[config.mk]
export PLATFORM = sky130hd
export DESIGN_NAME = alu_exec_pipe
export DESIGN_NICKNAME = d
export VERILOG_FILES = /design/src/rtl/alu_exec_pipe.sv
export SDC_FILE = /design/constraint.sdc
export NUM_CORES = 1
export LEC_CHECK = 0
export CORE_MARGIN = 5
export CORE_UTILIZATION = 35
export CTS_CLUSTER_DIAMETER = 50
export DETAILED_ROUTE_END_ITERATION = 12
export MAX_ROUTING_LAYER = met4
export PLACE_DENSITY = 0.8
export SETUP_SLACK_MARGIN = 0.2
export SYNTH_ARGS = -nofsm -noshare
export SYNTH_HDL_FRONTEND = slang
export SYNTH_SLANG_ARGS = --single-unit
[constraint.sdc]
create_clock -name clk -period 5.9 [get_ports clk]
set_clock_uncertainty 0.1 [all_clocks]
set_input_delay 1.77 -clock clk [delete_from_list [all_inputs] [get_ports clk]]
set_output_delay 1.77 -clock clk [all_outputs]
set_load 0.005 [all_outputs]
[src/rtl/alu_exec_pipe.sv]
// Execute-stage wrapper around the 16-bit alu: an issue slot feeds the alu, a result slot
// captures its outputs for writeback, and a saturating counter tallies overflowed results.
module alu_exec_pipe #(
    parameter int DW    = 16,
    parameter int CNT_W = 8
) (
    input  logic             clk,
    input  logic             rst,
    input  logic             in_valid,
    output logic             in_ready,
    input  logic [DW-1:0]    in_A,
    input  logic [DW-1:0]    in_B,
    input  logic             in_Cin,
    input  logic [2:0]       in_Op,
    input  logic             in_invA,
    input  logic             in_invB,
    input  logic             in_sign,
    output logic [DW-1:0]    alu_A,
    output logic [DW-1:0]    alu_B,
    output logic             alu_Cin,
    output logic [2:0]       alu_Op,
    output logic             alu_invA,
    output logic             alu_invB,
    output logic             alu_sign,
    input  logic [DW-1:0]    alu_Out,
    input  logic             alu_Ofl,
    input  logic             alu_Z,
    output logic             res_valid,
    input  logic             res_ready,
    output logic [DW-1:0]    res_Out,
    output logic             res_Ofl,
    output logic             res_Z,
    output logic [CNT_W-1:0] ofl_cnt
);

    localparam logic [CNT_W-1:0] CNT_MAX = '1;

    logic             r_iss_valid;
    logic [DW-1:0]    r_A;
    logic [DW-1:0]    r_B;
    logic             r_Cin;
    logic [2:0]       r_Op;
    logic             r_invA;
    logic             r_invB;
    logic             r_sign;

    logic             r_res_valid;
    logic [DW-1:0]    r_res_Out;
    logic             r_res_Ofl;
    logic             r_res_Z;
    logic [CNT_W-1:0] r_ofl_cnt;

    logic             w_adv;
    logic             w_in_ready;
    logic             w_in_fire;
    logic             w_res_fire;

    // The issue slot drains into the result slot whenever that slot is empty or emptying.
    assign w_adv      = r_iss_valid & (~r_res_valid | res_ready);
    assign w_in_ready = ~r_iss_valid | w_adv;
    assign w_in_fire  = in_valid & w_in_ready;
    assign w_res_fire = r_res_valid & res_ready;

    always_ff @(posedge clk or posedge rst) begin
        if (rst) begin
            r_iss_valid <= 1'b0;
            r_A         <= '0;
            r_B         <= '0;
            r_Cin       <= 1'b0;
            r_Op        <= 3'b000;
            r_invA      <= 1'b0;
            r_invB      <= 1'b0;
            r_sign      <= 1'b0;
        end else if (w_in_fire) begin
            r_iss_valid <= 1'b1;
            r_A         <= in_A;
            r_B         <= in_B;
            r_Cin       <= in_Cin;
            r_Op        <= in_Op;
            r_invA      <= in_invA;
            r_invB      <= in_invB;
            r_sign      <= in_sign;
        end else if (w_adv) begin
            r_iss_valid <= 1'b0;
        end
    end

    // Capture of a new result takes priority over the downstream pop so that
    // a simultaneous drain and refill keeps res_valid high.
    always_ff @(posedge clk or posedge rst) begin
        if (rst) begin
            r_res_valid <= 1'b0;
            r_res_Out   <= '0;
            r_res_Ofl   <= 1'b0;
            r_res_Z     <= 1'b0;
        end else if (w_adv) begin
            r_res_valid <= 1'b1;
            r_res_Out   <= alu_Out;
            r_res_Ofl   <= alu_Ofl;
            r_res_Z     <= alu_Z;
        end else if (w_res_fire) begin
            r_res_valid <= 1'b0;
        end
    end

    always_ff @(posedge clk or posedge rst) begin
        if (rst) begin
            r_ofl_cnt <= '0;
        end else if (w_res_fire && r_res_Ofl && (r_ofl_cnt != CNT_MAX)) begin
            r_ofl_cnt <= r_ofl_cnt + 1'b1;
        end
    end

    assign in_ready  = w_in_ready;
    assign alu_A     = r_A;
    assign alu_B     = r_B;
    assign alu_Cin   = r_Cin;
    assign alu_Op    = r_Op;
    assign alu_invA  = r_invA;
    assign alu_invB  = r_invB;
    assign alu_sign  = r_sign;
    assign res_valid = r_res_valid;
    assign res_Out   = r_res_Out;
    assign res_Ofl   = r_res_Ofl;
    assign res_Z     = r_res_Z;
    assign ofl_cnt   = r_ofl_cnt;

endmodule

## Word level (Yosys, flattened, before mapping)

Cells that the tools add are included.

| word-level totals | value |
|---|---|
| flip-flop bits (word level) | 67 |

| operators by class | value |
|---|---|
| $add $sub $neg | 1 |
| equal/unequal tests | 1 |
| multiplexer cells | 4 |
| bitwise logic cells | 7 |
| reductions and logical operators | 4 |

Operator list:

| cell | number |
|---|---|
| 8-bit by 1-bit adder with 8-bit output, second input constant | 1 |
| 8-bit != test, second input constant | 1 |
| 1-bit two-way mux | 4 |
| 2-bit nonzero test | 2 |
| 1-bit AND | 3 |
| 1-bit logical AND | 2 |
| 1-bit inverter | 2 |
| 1-bit bitwise OR | 2 |

## Depth between registers and ports, before layout

Gate-level depths: netlist of run 1.

| depth | value |
|---|---|
| word-level depth | 6 |
| depth in mapped cells | 5 |
| gate-level depth less buffers | 4 |

## Worst setup path before layout of run 1

OpenSTA, ideal clock, no wires.

| timing | value |
|---|---|
| path type | input to output |
| from | in res_ready |
| to | out in_ready |
| setup slack | 2044 ps |
| arrival | 1986 ps |
| cell stages on the path | 1 |
| data required time | 4030 ps |
| path through | nand3b_2 |

| between the ends | value |
|---|---|
| longest elaborated chain between the ends | 3 |

Ends and longest elaborated chain:

| item | RTL line | source |
|---|---|---|
| start, declared | 29 | `input logic res_ready,` |
| 1-bit bitwise OR | 59 | `assign w_adv = r_iss_valid & (~r_res_valid \| res_ready);` |
| 1-bit AND | 59 |  |
| 1-bit bitwise OR | 60 | `assign w_in_ready = ~r_iss_valid \| w_adv;` |
| end, declared | 10 | `output logic in_ready,` |

No other way between the ends.

## Worst setup path in the final report of run 1

Ends and elaborated chain as after synthesis.

==> summary.md, run 1 <==
| Metric | Value |
|---|---|
| Status | `finished, final reports clean` |
| Clk pwr share | `25.5%` |
| Slew HR | `33.8%` |
| Slowest-stage cell, CP | `clkdlybuf4s50_1` |
| Final min period | `~4.8 ns` |
| Post-Syn Area | `2650 sq um` |
| Pre-CTS setup slack | `1.11 ns` |
| Fin. max-slew vios | `0` |
| Pin count of the biggest net entering global routing | `40` |
| Worst path cell trace | `clkdlybuf4s50_1, nand3b_2, clkdlybuf4s50_1` |
| Cell mode on critical path | `clkdlybuf4s50_1` |
| Pwr Total | `about 0.0012 W` |
| Critical path required time | `4.03 ns` |
| LEAKAGE | `1.74 nW` |
| Critical Path Source Type | `input pin` |
| Crit path DAT | `2.93 ns` |
| Crit path largest cell delay | `0.51 ns` |
| Setup_tns | `0 ns` |
| Cts hold-fix bufs | `0` |
| CP Capture Type | `primary output` |
| Setup slack after layout | `1.10 ns` |
| Maximum clock frequency | `208 MHz` |
| Pint | `0.000937 W` |
| Htree depth | `3` |
| Tcrit/Tclk final | `81.4%` |
| Post-CTS Setup Inserts | `0` |
| Die Area | `around 9400 sq um` |
| Max-cap violations | `0` |
| Power density cells | `300 nW/um^2` |
| RSZ-0062 raised after global routing | `false` |
| Average routed wire per standard cell | `15.4 um` |
| CTS Root Cell | `clkbuf_8` |
| Num CTS Buffers | `9` |
| Share of cells above drive strength 1 | `25.9%` |
| Flops & latches, synth | `67` |
| Router iterations before antenna repair | `3` |
| Syn Nets | `~230` |
| # diodes | `0` |
| Post-synthesis sequential area ratio | `63.4%` |
| Detailed placement HPWL | `4660 um` |
| Total global routing overflow | `0` |
| CORE AREA | `7290 sq um` |
| Placed cells | `385` |
| Synthesis-to-finish area growth | `57.0%` |
| Post-CTS Resized | `0` |
| CTS tree | `done` |
| DRT iter0 DRCs | `37` |
| Fin cells | `400` |
| Skew-Pair Late Insertion Delay | `roughly 0.32 ns` |
| Vias in the first global route | `2,046` |
| Initial Utilization | `between 30% and 40%` |
| Avg Vias per Cell | `4.56` |
| Row count | `31` |
| Final net count | `roughly 360` |
| Max VDD drop | `about 160 uV` |
| Die height | `97.0 um` |
| Antenna violations before repair | `0` |
| Setup Crit Path Kind | `input pin to primary output` |
| Sequential Power Share | `a little under half` |
| Net Sw Power | `0.000311 W` |
| Switching Share | `between 20% and 30%` |
| Slew @ Worst Pin | `approximately 0.99 ns` |
| Final setup fails | `0` |
| Avg Inst Size Synth | `16.2 sq um` |
| Max clock buf depth | `2` |
| Commonest cells after routing, fill and taps aside | `127 x clkdlybuf4s50_1, 67 x dfrtp_1, 47 x mux2_2` |
| Synth Instances | `approximately 160` |
| Post-synthesis cell type count | `26` |
| Port bufs | `127` |
| Max FO, Critical Path | `3` |
| CTS sink count | `67` |
| Post-route ant nets | `0` |
| DR vias | `1,825` |
| Total track usage | `between 10% and 20%` |
| Leading cell type in the layout, fill and taps excluded | `clkdlybuf4s50_1` |
| Synth warn | `0` |
| Worst-path clk slew | `0.07 ns` |
| I/O pins | `128` |
| Routability cong. | `0.710` |
| Fill count | `630` |
| Width of the die | `97.0 um` |
| First-pass GRT wire length | `10,300 um` |
| Hold Vio Cnt, Final | `0` |
| Hold crit path type | `flop to flop` |
| Residual DRC count | `0` |
| Part of the power in combinational logic | `27.3%` |
| Routed WL | `6160 um` |
## area by class of cell
class	instances	area [sq um]	share of cell area (%)
Inverter	1	3.75	0.0903
Clock inverter	3	15.0	0.361
Clock buffer	12	145	3.49
Timing Repair Buffer	128	1280	30.8
Sequential cell	67	1680	40.3
Tap cell	99	124	2.98
Multi-Input combinational cell	90	912	22.0
## metrics by stage
stage	util, %	hold WS (ns)	instance area (sq um)
after floorplan	-	0.398	2650
after CTS	57.0	0.408	4160
final	57.0	0.404	4160
after global routing	57.0	0.421	4160
after detailed placement	54.8	0.392	4000
after global placement	54.8	0.386	4000
## cell families (layout without fill, tap and decap cells)
group                    after synthesis  after routing  share of synthesized area [%]
flip-flops                            67             67                           63.4
multiplexers                          60             60                           27.0
AO/OA/AOI/OAI                          7              7                           1.61
buffers and inverters                  6            144                           2.17
XOR/XNOR                               3              3                          0.993
AND/OR/NAND/NOR                       19             19                           4.44
adder cells (fa/ha/maj)                1              1                          0.473
## cells in the mapped netlist
cell / number / area share [%]
a21oi_1: 3 / 0.57
a31oi_1: 1 / 0.24
and3_1: 3 / 0.71
buf_12: 1 / 0.76
buf_4: 3 / 0.85
buf_6: 1 / 0.43
dfrtp_1: 67 / 63
ha_1: 1 / 0.47
inv_1: 1 / 0.14
mux2_1: 3 / 1.3
mux2_2: 47 / 20
mux2_4: 10 / 5.7
nand2_1: 4 / 0.57
nand2_2: 2 / 0.47
nand2b_1: 3 / 0.71
nand3_1: 1 / 0.19
nand3_2: 1 / 0.38
nand3b_2: 1 / 0.43
nand4_1: 1 / 0.24
nor2_1: 1 / 0.14
nor2b_1: 1 / 0.24
nor3_2: 1 / 0.38
o21ai_0: 1 / 0.19
o21ai_2: 1 / 0.33
o21bai_1: 1 / 0.28
xnor2_1: 3 / 0.99
## per-layer routing
metal  up-vias  track usage, %  wire length [um]
li1        843               -                 -
met3         4            6.33               470
met1       895            16.8              2720
met2        83            21.4              2950
met4         0            3.89                25
met5         -               -                 0
## critical path, delay by kind of cell
family | cells | cell delay, ns
simple gates | 1 | 0.16
buf+inv | 2 | 1.00
## final timing paths
path | from | endpoint | slack, ns | cells after the start
max in group asynchronous | rst | alu_A[14] | 3.02 | 3
worst min-delay path | res_Out[15] | res_Out[15] | 0.40 | 1
worst max-delay path | res_ready | in_ready | 1.10 | 3
worst max register to register | res_valid | alu_A[0] | 3.99 | 3
worst min register to register | res_Out[15] | res_Out[15] | 0.40 | 1
min in group asynchronous | rst | alu_A[7] | 1.77 | 2
## flip-flops by register name, indices dropped and copies added, names as in the netlist
register / count
res_Out: 16
res_Z: 1
alu_Cin: 1
alu_invB: 1
r_iss_valid: 1
alu_Op: 3
res_valid: 1
ofl_cnt: 8
res_Ofl: 1
alu_B: 16
alu_invA: 1
alu_sign: 1
alu_A: 16
## power by group through the flow
stage / sequential [W] / combinational, W / clock, W
final: 0.000589 / 0.000341 / 0.000318
after global routing: 0.000601 / 0.000371 / 0.000360
after CTS: 0.000589 / 0.000349 / 0.000334
after detailed placement: 0.000597 / 0.000347 / 0
after global placement: 0.000594 / 0.000340 / 0
after floorplan: 0.000598 / 0.000121 / 0
Note: power is estimated with default switching activity, not from simulation.
==> inputs of run 2 (changes only) <==
PLACE_DENSITY = 0.82   (was 0.8)
clock period = 4.3 ns   (was 5.9 ns; I/O delays follow)
==> run 2 against run 1 <==
Net effect: combinational power increased by 38%; sequential power grew 37%; critical path depth unchanged; routed wire length is 1.4% lower; first-iteration DRC count grew 49%; utilization increased by 0.45 points; die area unchanged; clock power grew 43%; sequential share of layout area shrank 0.31 points; global-route usage is essentially flat; critical endpoint unchanged.
==> summary.md, run 2 (synthesis gave the netlist of run 1 again) <==
| Metric | Value |
|---|---|
| Status | `finished, final reports clean` |
| GR Util met3 | `5.04%` |
| LEAKAGE | `~1.8 nW` |
| Setup_tns | `0 ns` |
| Total global routing overflow | `0` |
| Hold Vio Cnt, Final | `0` |
| Max VDD drop | `178 uV` |
| Average routed wire per standard cell | `about 15 um` |
| Crit path DAT | `2.48 ns` |
| Cts hold-fix bufs | `0` |
| Power density cells | `approximately 410 nW/um^2` |
| Fin cells | `about 400` |
| Width of the die | `97.0 um` |
| Max-cap violations | `0` |
| Final net count | `360` |
| Skew-Pair Late Insertion Delay | `between 0.3 and 0.4 ns` |
| Final min period | `3.87 ns` |
| Avg Vias per Cell | `4.52` |
| Setup slack after layout | `between 0.4 and 0.5 ns` |
| Hold Startpoint | `alu_A[14]` |
| Critical path required time | `2.91 ns` |
| Final setup fails | `0` |
| Critical Path Source Type | `input pin` |
| Post-CTS Setup Inserts | `0` |
| Share of cells above drive strength 1 | `26.1%` |
| CORE AREA | `7290 sq um` |
| Port bufs | `approximately 130` |
| Synthesis-to-finish area growth | `58.3%` |
| Fin. max-slew vios | `0` |
| Htree depth | `3` |
| Placed cells | `386` |
| Detailed placement HPWL | `around 4600 um` |
| Worst R2R Start | `res_valid` |
| Antenna violations before repair | `0` |
| Maximum clock frequency | `between 200 and 300 MHz` |
| Fin Hold WS | `between 0.4 and 0.5 ns` |
| Tcrit/Tclk final | `89.9%` |
| Pre-CTS setup slack | `roughly 0.43 ns` |
| Routability cong. | `0.730` |
| I/O pins | `roughly 130` |
| Post-route ant nets | `0` |
| DR vias | `1,816` |
| Routed WL | `6070 um` |
| Row count | `31` |
| Commonest cells after routing, fill and taps aside | `127 x clkdlybuf4s50_1, 67 x dfrtp_1, 47 x mux2_2` |
| Crit. Startpoint | `res_ready` |
| Vias in the first global route | `2,085` |
| Worst-path clk slew | `0.06 ns` |
| Num CTS Buffers | `9` |
| Slew HR | `44.4%` |
| Hold crit path type | `flop to flop` |
| M2 GR Usage | `21.9%` |
| CTS Root Cell | `clkbuf_8` |
| CP Capture Type | `primary output` |
| Die height | `97.0 um` |
| DRT iter0 DRCs | `55` |
| Residual DRC count | `0` |
| CTS sink count | `between 60 and 70` |
| Slew @ Worst Pin | `0.833 ns` |
| RSZ-0062 raised after global routing | `false` |
| Initial Utilization | `36.3%` |
| Die Area | `9400 sq um` |
| # diodes | `0` |
| Max FO, Critical Path | `3` |
| Leading cell type in the layout, fill and taps excluded | `clkdlybuf4s50_1` |
| Pin count of the biggest net entering global routing | `68` |
| Router iterations before antenna repair | `4` |
| M1 GR Usage | `16.8%` |
| Total track usage | `14.0%` |
| Post-CTS Resized | `0` |
| CTS tree | `done` |
| Setup Crit Path Kind | `input pin to primary output` |
| First-pass GRT wire length | `10,400 um` |
| Busiest grt layer | `met2` |
| Max clock buf depth | `2` |
[run 2: final cells by class]
class,instances,area (sq um)
clock buffer,14,163
timing repair buffer,129,1300
inverter,1,3.75
sequential,67,1680
clock inverter,2,10.0
multi-input combinational,90,912
fill,622,3100
tap,99,124
[run 2: per-stage QoR]
| stage | cell area [sq um] | utilization, % | total power (W) |
|---|---|---|---|
| after floorplan | 2650 | - | 0.000987 |
| after global placement | 4020 | 55.1 | 0.00128 |
| after detailed placement | 4020 | 55.1 | 0.00130 |
| after CTS | 4190 | 57.4 | 0.00177 |
| after global routing | 4190 | 57.4 | 0.00185 |
| final | 4190 | 57.4 | 0.00173 |
[run 2: metal layers]
layer	vias to the layer above	part of all wire [%]	routed length, um
met5	-	0	0
met4	0	1.1	68
met3	6	7.0	423
met2	82	48	2930
met1	889	44	2650
li1	839	-	-
[run 2: critical path, stage by stage]
cell and delay, ns:
clkdlybuf4s50_1 0.50, nand3b_2 0.16, clkdlybuf4s50_1 0.53
[run 2: where the power goes]
group	internal (W)	leakage [nW]	switching (W)
combinational	0.000330	0.876	0.000139
clock	0.000240	0.0905	0.000214
sequential	0.000737	0.789	0.0000702
[run 2: worst paths after layout]
| path | cells after the start | to | slack, ns |
|---|---|---|---|
| worst max-delay path | 3 | in_ready | 0.43 |
| worst min-delay path | 1 | alu_A[14] | 0.40 |
| worst max register to register | 4 | alu_A[3] | 2.53 |
| worst min register to register | 1 | alu_A[14] | 0.40 |
| max in group asynchronous | 3 | alu_B[2] | 2.12 |
| min in group asynchronous | 3 | alu_A[13] | 1.43 |
==> inputs of run 3 (changes only) <==
CORE_MARGIN = 2   (was 5)
REMOVE_ABC_BUFFERS = 1   (was default)
==> run 3 against run 2 <==
Net effect: final area is 0.33% higher; register-to-register slack hardly changed; final cell count stayed put; setup slack better by 0.031 ns; global-route usage is 1.7 points higher; clock-buffer cell count is 1 lower; via count is 1.8% higher; hold slack better by 0.0032 ns; maximum frequency is 0.82% higher; clock power is 4% higher; critical endpoint unchanged; critical path type unchanged; total power is 1.3% higher; utilization is 0.19 points higher.
==> summary.md, run 3 (synthesis gave the netlist of run 1 again) <==
| Metric | Value |
|---|---|
| Worst-path clk slew | `0.06 ns` |
| Critical path's top delay family | `buffers and inverters` |
| CTS Root Cell | `clkbuf_8` |
| Total global routing overflow | `0` |
| Skew-Pair Late Insertion Delay | `about 0.32 ns` |
| # diodes | `0` |
| WHS Path Cells | `1` |
| Crit path largest cell delay | `~0.52 ns` |
| Busiest grt layer | `met2` |
| Placed Area | `4020 sq um` |
| Htree depth | `3` |
| Hold crit path type | `flop to flop` |
| Critical path required time | `2.91 ns` |
| Pint | `~0.0013 W` |
| Residual DRC count | `0` |
| Switching Share | `24.7%` |
| Worst R2R Path Depth | `4` |
| Tcrit/Tclk final | `89.2%` |
| Die Area | `8270 sq um` |
| GR Util met3 | `4.32%` |
| Final net count | `361` |
| Final instance area | `roughly 4200 sq um` |
| CTS tree | `done` |
| Leading cell type in the layout, fill and taps excluded | `clkdlybuf4s50_1` |
| Setup Crit Path Kind | `input pin to primary output` |
| Average routed wire per standard cell | `15.1 um` |
| Cell mode on critical path | `clkdlybuf4s50_1` |
| Post-CTS Resized | `0` |
| Slew HR | `between 70 and 80%` |
| M2 GR Usage | `25.2%` |
| Status | `finished, final reports clean` |
| Final min period | `3.84 ns` |
| Crit path DAT | `2.45 ns` |
| Die height | `91.0 um` |
| Max clock buf depth | `2` |
| Slew @ Worst Pin | `0.420 ns` |
| Routability cong. | `about 0.81` |
| Hold Vio Cnt, Final | `0` |
| Clk pwr share | `26.8%` |
| Synthesis-to-finish area growth | `58.8%` |
| RSZ-0062 raised after global routing | `false` |
| Num CTS Buffers | `9` |
| LEAKAGE | `1.76 nW` |
| Sequential Power Share | `46.3%` |
| Post-CTS Setup Inserts | `0` |
| I/O pins | `128` |
| Setup_tns | `0 ns` |
| Pin count of the biggest net entering global routing | `slightly below 70` |
| Critical Path Source Type | `input pin` |
| M1 GR Usage | `19.4%` |
| Commonest cells after routing, fill and taps aside | `127 x clkdlybuf4s50_1, 67 x dfrtp_1, 47 x mux2_2` |
| Part of the power in combinational logic | `approximately 27%` |
| Total track usage | `15.7%` |
| Router iterations before antenna repair | `4` |
| CTS sink count | `67` |
| DR vias | `1,849` |
| Max-cap violations | `0` |
| Worst path cell trace | `clkdlybuf4s50_1, nand3b_2, clkdlybuf4s50_1` |
| Cts hold-fix bufs | `0` |
| First-pass GRT wire length | `9940 um` |
| CP Capture Type | `primary output` |
| Slowest-stage cell, CP | `clkdlybuf4s50_1` |
| Row count | `31` |
| Port bufs | `between 100 and 150` |
| Stages on the worst setup path | `3` |
| Max FO, Critical Path | `3` |
| Vias in the first global route | `2,032` |
| Crit path buffers/inverters | `2` |
| Post-route ant nets | `0` |
| Net Sw Power | `0.000433 W` |
| CORE AREA | `7290 sq um` |
| Avg Vias per Cell | `roughly 4.6` |
| Routed WL | `6080 um` |
| Share of cells above drive strength 1 | `26.7%` |
| DRT iter0 DRCs | `43` |
| Power density cells | `417 nW/um^2` |
| Max VDD drop | `197 uV` |
| Fin. max-slew vios | `0` |
| Final setup fails | `0` |
| Fill count | `622` |
| Initial Utilization | `roughly 36%` |
| Detailed placement HPWL | `approximately 4400 um` |
| Final core utilization | `57.6%` |
| Maximum clock frequency | `261 MHz` |
| Antenna violations before repair | `0` |
| Width of the die | `91.0 um` |
[run 3: stage by stage]
| stage | hold slack [ns] | setup WS, ns | power (W) | cells |
|---|---|---|---|---|
| after floorplan | 0.398 | 1.23 | 0.000979 | 158 |
| after global placement | 0.386 | 0.496 | 0.00128 | 387 |
| after detailed placement | 0.392 | 0.458 | 0.00130 | 387 |
| after CTS | 0.407 | 0.456 | 0.00178 | 402 |
| after global routing | 0.415 | 0.445 | 0.00185 | 402 |
| final | 0.405 | 0.464 | 0.00175 | 402 |
[run 3: final timing paths]
path	start	to	slack [ns]
worst max-delay path	res_ready	in_ready	0.46
worst min-delay path	res_Z	res_Z	0.41
worst max register to register	r_iss_valid	alu_A[7]	2.53
worst min register to register	res_Z	res_Z	0.41
max in group asynchronous	rst	res_Ofl	2.57
min in group asynchronous	rst	alu_B[10]	1.24
[run 3: worst register-to-register path: cells and delay by family, from the launching register on]
kind / cells / cell delay, ns
multiplexers: 1 / 0.38
buffers and inverters: 1 / 0.35
AND/OR/NAND/NOR: 2 / 0.45
flip-flops: 1 / 0.39
[run 3: routing by layer]
metal  share of wire (%)  up-vias
met5                   0        -
met4                 1.3        0
met3                 6.6       10
met2                  49       88
met1                  43      910
li1                    -      841
[run 3: final cells by class]
cell class                 count  area [sq um]  share of cell area [%]
timing repair buffer         130          1310                    31.1
sequential                    67          1680                    39.9
tap                           99           124                    2.95
inverter                       1          3.75                  0.0893
multi-input combinational     90           912                    21.7
clock inverter                 2          10.0                   0.238
clock buffer                  13           169                    4.02
[run 3: power by group through the flow]
stage	clock, W	combinational (W)	sequential [W]
after global placement	0	0.000466	0.000815
after floorplan	0	0.000158	0.000821
after CTS	0.000490	0.000480	0.000811
final	0.000470	0.000471	0.000811
after global routing	0.000514	0.000509	0.000826
after detailed placement	0	0.000477	0.000821
